## src/rtl/mem_port_arbiter_if.sv

```systemverilog
// mem_port_arbiter_if: requester, halt and memory-side signals
// of the fetch/data memory port arbiter.
interface mem_port_arbiter_if #(
  parameter int ADDR_W = 16,
  parameter int DATA_W = 16
);

  logic              if_req;
  logic [ADDR_W-1:0] if_addr;
  logic [DATA_W-1:0] if_rdata;
  logic              if_valid;

  logic              d_req;
  logic              d_we;
  logic [ADDR_W-1:0] d_addr;
  logic [DATA_W-1:0] d_wdata;
  logic [DATA_W-1:0] d_rdata;
  logic              d_valid;

  logic              halt;

  logic              mem_en;
  logic              mem_wr;
  logic [ADDR_W-1:0] mem_addr;
  logic [DATA_W-1:0] mem_wdata;
  logic [DATA_W-1:0] mem_rdata;

  logic              busy;
  logic              halted;

  modport slave (
    input  if_req,
    input  if_addr,
    output if_rdata,
    output if_valid,
    input  d_req,
    input  d_we,
    input  d_addr,
    input  d_wdata,
    output d_rdata,
    output d_valid,
    input  halt,
    output mem_en,
    output mem_wr,
    output mem_addr,
    output mem_wdata,
    input  mem_rdata,
    output busy,
    output halted
  );

  modport master (
    output if_req,
    output if_addr,
    input  if_rdata,
    input  if_valid,
    output d_req,
    output d_we,
    output d_addr,
    output d_wdata,
    input  d_rdata,
    input  d_valid,
    output halt,
    input  mem_en,
    input  mem_wr,
    input  mem_addr,
    input  mem_wdata,
    output mem_rdata,
    input  busy,
    input  halted
  );

endinterface

```

## src/rtl/mem_port_arbiter.sv

```systemverilog
// mem_port_arbiter: one single-ported memory shared by fetch and data.
// Define FAIR_ARB_EN for round-robin on ties (default: data over fetch).
module mem_port_arbiter #(
  parameter int ADDR_W  = 16,
  parameter int DATA_W  = 16,
  parameter int MEM_LAT = 4
) (
  input logic               clk,
  input logic               rst_n,
  mem_port_arbiter_if.slave bus
);

  typedef enum logic [1:0] {
    IDLE,
    ISSUE,
    WAIT,
    HALTED
  } state_t;

  localparam logic [3:0] LAT = 4'(MEM_LAT);

  state_t state_q;
  state_t state_d;

  logic [3:0] cnt_q;
  logic [3:0] cnt_d;

  logic halt_q;
  logic own_d_q;

  logic gnt_d;
  logic gnt_i;
  logic pick_d;
  logic d_pend;
  logic i_pend;
  logic cap;

  logic en_q;
  logic wr_q;
  logic iv_q;
  logic dv_q;
  logic busy_q;
  logic hlt_q;

  logic [ADDR_W-1:0] addr_q;
  logic [DATA_W-1:0] wdata_q;
  logic [DATA_W-1:0] ird_q;
  logic [DATA_W-1:0] drd_q;

  // a requester still holding req in its valid cycle is not re-granted
  assign d_pend = bus.d_req & ~dv_q;
  assign i_pend = bus.if_req & ~iv_q;

`ifdef FAIR_ARB_EN
  logic last_d_q;

  // on a tie, whoever lost the previous grant wins this one
  assign pick_d = d_pend & (~i_pend | ~last_d_q);

  always_ff @(posedge clk or negedge rst_n) begin
    if (!rst_n) begin
      last_d_q <= 1'b0;
    end else if (gnt_d | gnt_i) begin
      last_d_q <= gnt_d;
    end
  end
`else
  assign pick_d = d_pend;
`endif

  always_comb begin
    state_d = state_q;
    cnt_d   = cnt_q;
    gnt_d   = 1'b0;
    gnt_i   = 1'b0;
    unique case (state_q)
      IDLE: begin
        if (halt_q | bus.halt) begin
          state_d = HALTED;
        end else if (pick_d) begin
          gnt_d   = 1'b1;
          state_d = ISSUE;
        end else if (i_pend) begin
          gnt_i   = 1'b1;
          state_d = ISSUE;
        end
      end
      ISSUE: begin
        cnt_d   = LAT;
        state_d = WAIT;
      end
      WAIT: begin
        cnt_d = cnt_q - 4'd1;
        if (cnt_q == 4'd1) begin
          state_d = IDLE;
        end
      end
      HALTED: begin
        state_d = HALTED;
      end
      default: begin
        state_d = IDLE;
      end
    endcase
  end

  // memory read data is valid in the cycle the counter sits at 1
  assign cap = (state_q == WAIT) && (cnt_q == 4'd1);

  always_ff @(posedge clk or negedge rst_n) begin
    if (!rst_n) begin
      state_q <= IDLE;
      cnt_q   <= '0;
      halt_q  <= 1'b0;
      own_d_q <= 1'b0;
      en_q    <= 1'b0;
      wr_q    <= 1'b0;
      iv_q    <= 1'b0;
      dv_q    <= 1'b0;
      busy_q  <= 1'b0;
      hlt_q   <= 1'b0;
      addr_q  <= '0;
      wdata_q <= '0;
      ird_q   <= '0;
      drd_q   <= '0;
    end else begin
      state_q <= state_d;
      cnt_q   <= cnt_d;
      if (bus.halt) begin
        halt_q <= 1'b1;
      end
      en_q <= gnt_d | gnt_i;
      wr_q <= gnt_d & bus.d_we;
      if (gnt_d) begin
        own_d_q <= 1'b1;
        addr_q  <= bus.d_addr;
        wdata_q <= bus.d_wdata;
      end else if (gnt_i) begin
        own_d_q <= 1'b0;
        addr_q  <= bus.if_addr;
        wdata_q <= '0;
      end
      iv_q <= cap & ~own_d_q;
      dv_q <= cap & own_d_q;
      if (cap & ~own_d_q) begin
        ird_q <= bus.mem_rdata;
      end
      if (cap & own_d_q) begin
        drd_q <= bus.mem_rdata;
      end
      busy_q <= (state_d == ISSUE) || (state_d == WAIT);
      hlt_q  <= (state_d == HALTED);
    end
  end

  assign bus.mem_en    = en_q;
  assign bus.mem_wr    = wr_q;
  assign bus.mem_addr  = addr_q;
  assign bus.mem_wdata = wdata_q;
  assign bus.if_valid  = iv_q;
  assign bus.if_rdata  = ird_q;
  assign bus.d_valid   = dv_q;
  assign bus.d_rdata   = drd_q;
  assign bus.busy      = busy_q;
  assign bus.halted    = hlt_q;

endmodule

```

## src/flat_wrapper.sv

```systemverilog
// flat-port wrapper written by rule: the top's interface ports become plain ports
module mem_port_arbiter_flat 
#(
  parameter int ADDR_W  = 16,
  parameter int DATA_W  = 16,
  parameter int MEM_LAT = 4
)
  (clk, rst_n, bus_if_req, bus_if_addr, bus_if_rdata, bus_if_valid, bus_d_req, bus_d_we, bus_d_addr, bus_d_wdata, bus_d_rdata, bus_d_valid, bus_halt, bus_mem_en, bus_mem_wr, bus_mem_addr, bus_mem_wdata, bus_mem_rdata, bus_busy, bus_halted);
  mem_port_arbiter_if #(.ADDR_W(ADDR_W), .DATA_W(DATA_W)) bus_i ();
  input logic clk;
  input logic rst_n;
  input wire logic [$bits(bus_i.if_req)-1:0] bus_if_req;
  input wire logic [$bits(bus_i.if_addr)-1:0] bus_if_addr;
  output wire logic [$bits(bus_i.if_rdata)-1:0] bus_if_rdata;
  output wire logic [$bits(bus_i.if_valid)-1:0] bus_if_valid;
  input wire logic [$bits(bus_i.d_req)-1:0] bus_d_req;
  input wire logic [$bits(bus_i.d_we)-1:0] bus_d_we;
  input wire logic [$bits(bus_i.d_addr)-1:0] bus_d_addr;
  input wire logic [$bits(bus_i.d_wdata)-1:0] bus_d_wdata;
  output wire logic [$bits(bus_i.d_rdata)-1:0] bus_d_rdata;
  output wire logic [$bits(bus_i.d_valid)-1:0] bus_d_valid;
  input wire logic [$bits(bus_i.halt)-1:0] bus_halt;
  output wire logic [$bits(bus_i.mem_en)-1:0] bus_mem_en;
  output wire logic [$bits(bus_i.mem_wr)-1:0] bus_mem_wr;
  output wire logic [$bits(bus_i.mem_addr)-1:0] bus_mem_addr;
  output wire logic [$bits(bus_i.mem_wdata)-1:0] bus_mem_wdata;
  input wire logic [$bits(bus_i.mem_rdata)-1:0] bus_mem_rdata;
  output wire logic [$bits(bus_i.busy)-1:0] bus_busy;
  output wire logic [$bits(bus_i.halted)-1:0] bus_halted;
  assign bus_i.if_req = bus_if_req;
  assign bus_i.if_addr = bus_if_addr;
  assign bus_if_rdata = bus_i.if_rdata;
  assign bus_if_valid = bus_i.if_valid;
  assign bus_i.d_req = bus_d_req;
  assign bus_i.d_we = bus_d_we;
  assign bus_i.d_addr = bus_d_addr;
  assign bus_i.d_wdata = bus_d_wdata;
  assign bus_d_rdata = bus_i.d_rdata;
  assign bus_d_valid = bus_i.d_valid;
  assign bus_i.halt = bus_halt;
  assign bus_mem_en = bus_i.mem_en;
  assign bus_mem_wr = bus_i.mem_wr;
  assign bus_mem_addr = bus_i.mem_addr;
  assign bus_mem_wdata = bus_i.mem_wdata;
  assign bus_i.mem_rdata = bus_mem_rdata;
  assign bus_busy = bus_i.busy;
  assign bus_halted = bus_i.halted;
  mem_port_arbiter #(.ADDR_W(ADDR_W), .DATA_W(DATA_W), .MEM_LAT(MEM_LAT)) u_core (.clk(clk), .rst_n(rst_n), .bus(bus_i));
endmodule
```

## config.mk

```make
export PLATFORM = sky130hd
export DESIGN_NAME = mem_port_arbiter_flat
export DESIGN_NICKNAME = d
export VERILOG_FILES = /design/src/rtl/mem_port_arbiter_if.sv /design/src/rtl/mem_port_arbiter.sv /design/src/flat_wrapper.sv
export SDC_FILE = /design/constraint.sdc
export NUM_CORES = 1
export LEC_CHECK = 0
export CAP_MARGIN = 10
export CORE_MARGIN = 5
export CORE_UTILIZATION = 46
export CTS_CLUSTER_SIZE = 25
export DETAILED_ROUTE_END_ITERATION = 8
export GPL_ROUTABILITY_DRIVEN = 0
export HOLD_SLACK_MARGIN = 0.15
export PLACE_DENSITY = 0.87
export SYNTH_ARGS = -nofsm -noshare
export SYNTH_HDL_FRONTEND = slang
export SYNTH_SLANG_ARGS = --single-unit
```

## constraint.sdc

```tcl
create_clock -name clk -period 4.2 [get_ports clk]
set_clock_uncertainty 0.2 [all_clocks]
set_input_delay 1.26 -clock clk [delete_from_list [all_inputs] [get_ports clk]]
set_output_delay 1.26 -clock clk [all_outputs]
set_load 0.02 [all_outputs]
```

Word level (Yosys, flattened, before mapping)
Index checks and enable logic that the tools add are counted.
{ "word_totals": {"regBits": 78, "wordCells": 56, "inputBits": 70, "out_inout_bits": 70} }
{ "op_classes": {"add_sub_neg": 1, "n_reduce_logical": 5, "n_eq_ne": 7, "n_bitwise": 10, "mux": 19} }
{ "ops": {"columns": ["operator", "n"], "rows": [
  ["$mux W16", 4],
  ["$mux W1", 9],
  ["$eq A2 B2 Y1 const B", 4],
  ["$mux W2", 4],
  ["$pmux W2 S4", 1],
  ["$pmux W4 S2", 1],
  ["$and A1 B1 Y1", 5],
  ["$eq A2 B1 Y1 const B", 2],
  ["$eq A4 B1 Y1 const B", 1],
  ["$reduce_bool A2 Y1", 2],
  ["$sub A4 B1 Y4 const B", 1],
  ["$not A1 Y1", 3],
  ["$logic_not A2 Y1", 1],
  ["$or A1 B1 Y1", 2],
  ["$logic_and A1 B1 Y1", 1],
  ["$logic_or A1 B1 Y1", 1]
]} }

Logic depth before layout (Yosys ltp)
{ "depth": {"word_depth": 8, "ltp_mapped": 8} }

Least setup slack after synthesis
Ideal clock, no wire load.
{ "synth_timing": {"path_type": "input-to-reg", "startpoint": "input port bus_halt", "endpoint": "register u_core.addr_q[0], in the netlist u_core.bus.mem_addr[0]", "arrival_ps": 2482, "t_required_ps": 3875, "setup_ps": 125, "path_slack_ps": 1393, "stages": 7, "path_cell_list": "or2_1 buf_6 a211o_1 buf_6 clkinv_8 buf_12 mux2_4"} }
{ "synth_via": {"elab_chain_len": 4} }
{ "synth_rtl": {"columns": ["element", "line", "rtl"], "rows": [
  ["from (decl)", "flat_wrapper.sv:22", "input wire logic [$bits(bus_i.halt)-1:0] bus_halt;"],
  ["$or A1 B1 Y1 *", "mem_port_arbiter.sv:78", "if (halt_q | bus.halt) begin"],
  ["$mux W1", "mem_port_arbiter.sv:78", null],
  ["$mux W1", "mem_port_arbiter.sv:76", "unique case (state_q)"],
  ["$mux W16 or $reduce_bool A2 Y1 (tied branches)", null, null],
  ["to (signal assigned)", "mem_port_arbiter.sv:136", "addr_q <= bus.d_addr;"],
  ["to (signal assigned)", "mem_port_arbiter.sv:140", "addr_q <= bus.if_addr;"],
  ["to (decl)", "mem_port_arbiter.sv:45", "logic [ADDR_W-1:0] addr_q;"]
]} }
Mark *: on every way between the ends. The rest lies on a longest branch, timed or not.
A chain may end at the register's enable or synchronous reset.

Final worst setup path
{ "layout_timing": {"startpoint": "input port bus_halt", "endpoint": "register u_core.addr_q[15], in the netlist u_core.bus.mem_addr[15]"} }
Same word-level chain as after synthesis.

==> results_dict.tcl <==
set metrics [dict create \
    arrival_ns 3.19 \
    numCtsBuffers 9 \
    grt_usage_pct 19.3 \
    dieArea_um2 8880 \
    cts.sinks 78 \
    cp.required_ns 4.23 \
    setup-violations-final 0 \
    cp_slowest_stage_delay_ns 0.64 \
    grt_pass1_vias 2418 \
    die_y_um 94.3 \
    hold_start "u_core.bus.d_rdata[14]$_DFFE_PN0P_" \
    p_per_area_nw_per_um2 528 \
    path_cells "clkdlybuf4s50_1 -> or2_1 -> a211o_1 -> clkinv_8 -> mux2_4" \
    hold_violations 0 \
    cts_setup_buffers 0 \
    antenna_found_initial 0 \
    ctsHoldBuffers 0 \
    ys_top_cells_by_count "dfrtp_1 (78), mux2_2 (55), a22o_1 (16)" \
    finalWirelength_mm 8.20 \
    max_slew_margin_pct 36.9 \
    endpoint_kind "flip-flop" \
    antenna_cells 0 \
    cp_slowest_cell "a211o_1" \
    reg2reg_from "u_core.cnt_q[1]$_DFFE_PN0P_" \
    yosysSeqAreaShare_pct 59.8 \
    critPathBufInv 2 \
    cts_tree "yes" \
    drt_iter0_drc 59 \
    synth_area_um2 3270 \
    critical_path_class "primary input to flip-flop" \
    ys_seq_elements 78 \
    hp-class "flip-flop to flip-flop" \
    r2r-end "u_core.bus.if_rdata[11]$_DFFE_PN0P_" \
    grt.overflow.total 0 \
    nets 433 \
    grt_pass1_wl_mm 12.9 \
    critPathTopFamily "buffers and inverters" \
    yosysWarningCount 0 \
    drc 0 \
    leakagePower_uw 0.00216 \
    area_growth_pct 51.2 \
    placed_area_um2 4700 \
    root_buffer "clkbuf_8" \
    cts_resized 0 \
    yosys.area.top_type "dfrtp_1" \
    htreeDepth 3 \
    hpwl_mm 5.96 \
    hold_slack_ns 0.306 \
    whs_endpoint "u_core.bus.d_rdata[14]$_DFFE_PN0P_" \
    yosysMostFrequentCell "dfrtp_1" \
    ys_top_cells_by_area "dfrtp_1 (60%), mux2_2 (19%), a22o_1 (4.3%)" \
    insertion_delay_ns 0.34 \
    cap_violations 0 \
    num_vias 2264 \
    io_buffers 139 \
    core_area_um2 6870 \
    period_share_pct 75.4 \
    fmax_ghz 0.316 \
    rsz0062_at_grt "no" \
    syn_inst 214 \
    cp_max_fo 18 \
    ys_types 30 \
    async_flop_share_pct 100 \
    max-vdd-ir-drop_uv 403 \
    status "completed" \
    layout-drive-gt1-share_pct 23.8 \
    worst_slew_pin_slew_ns 0.947 \
    synth_edf_count 0 \
    nFillCells 480 \
    holdPathStages 1 \
    num_rows 30 \
    synth_top_area_share_pct 59.8 \
    clk_pin_slew_ns 0.08 \
    avgSynthCellArea_um2 15.3 \
    synth_ff_type "dfrtp_1" \
    r2r.worst_path.cells 5 \
    clk_path_buf_depth 2 \
    fin_setup_tns_ns 0 \
    wl_per_cell_um 17.9 \
    fp.dieW_um 94.3 \
    stdcell_area_um2 4940 \
    drtAntennaViolNets 0 \
    drt-pass1-iter-count 4 \
    reg2reg_setup_slack_ns 1.70 \
    io_pins 140 \
    synth_fp_nets 291 \
    cp-start-kind "primary input" \
    fin_crit_ns 3.16 \
    initial_core_util_pct 47.5 \
    grt_max_degree 79 \
    power_uw 2600 \
    vias_per_cell 4.95 \
    drv_slew 0 \
]
layer usage:
metal,wire [um],share of wire (%),vias up,global-route usage (%)
met1,3160,38,1131,22.2
li1,-,-,1050,-
met4,85,1.0,0,4.57
met5,0,0,-,0
met2,4300,52,76,33.2
met3,654,8.0,7,8.01
area by class of cell:
type                       instances  area [um2]  area share, %
sequential                        78        1950           39.5
timing repair buffer             141        1400           28.4
multi-input combinational        118        1180           23.9
clock buffer                       9         124           2.51
tap                               96         120           2.43
clock inverter                     7         113           2.28
inverter                           8        42.5          0.862
per-stage QoR:
stage	setup WS, ns	utilization, %	std cells
floorplan	1.39	-	214
CTS	1.04	71.9	457
global route	0.917	71.9	457
global placement	0.731	68.4	441
finish	1.04	71.9	457
detailed placement	0.668	68.4	441
worst max path at each step:
stage,depth (start not counted),from,end
after floorplan,7,bus_halt,u_core.bus.mem_addr[0]$_DFFE_PN0P_
after global placement,5,bus_halt,u_core.bus.mem_addr[9]$_DFFE_PN0P_
after detailed placement,5,bus_halt,u_core.bus.mem_addr[15]$_DFFE_PN0P_
after CTS,5,bus_halt,u_core.bus.mem_addr[15]$_DFFE_PN0P_
after global routing,5,bus_halt,u_core.bus.mem_addr[15]$_DFFE_PN0P_
final,5,bus_halt,u_core.bus.mem_addr[15]$_DFFE_PN0P_
cell usage in the layout, fill, tap and decap left out, drive strengths merged:
cell type,n
clkdlybuf4s50,138
dfrtp,78
mux2,64
a22o,16
clkbuf,9
inv,7
ha,7
nand2b,4
o21ai,4
nand3,4
clkinv,4
nor2,3
bufinv,3
buf,3
nor3,3
nor3b,2
or2,1
a31oi,1
a32oi,1
a211o,1
and2,1
and3b,1
a21oi,1
nand3b,1
mux2i,1
o2bb2ai,1
a21o,1
clkinvlp,1
power by group:
part | switching [uW] | internal [uW]
logic | 435 | 486
clock network | 274 | 392
registers | 96.2 | 922
cells by family after synthesis:
| family | Yosys count | share of synthesized area (%) |
|---|---|---|
| buffers and inverters | 18 | 4.02 |
| AOI/OAI and AO/OA | 26 | 6.28 |
| adders and majority gates | 7 | 2.68 |
| DFF | 78 | 59.8 |
| and+or+nand+nor | 20 | 3.83 |
| muxes | 65 | 23.4 |
sequential cells by signal, indices dropped and copies added (netlist names):
name and flops:
u_core.own_d_q 1, u_core.bus.mem_wr 1, u_core.halt_q 1, u_core.bus.busy 1, u_core.bus.halted 1, u_core.bus.d_valid 1
u_core.bus.mem_en 1, u_core.bus.if_rdata 16, u_core.state_q 2, u_core.bus.d_rdata 16, u_core.bus.if_valid 1, u_core.bus.mem_wdata 16
u_core.bus.mem_addr 16, u_core.cnt_q 4
Power figures use the tool's default switching activity.
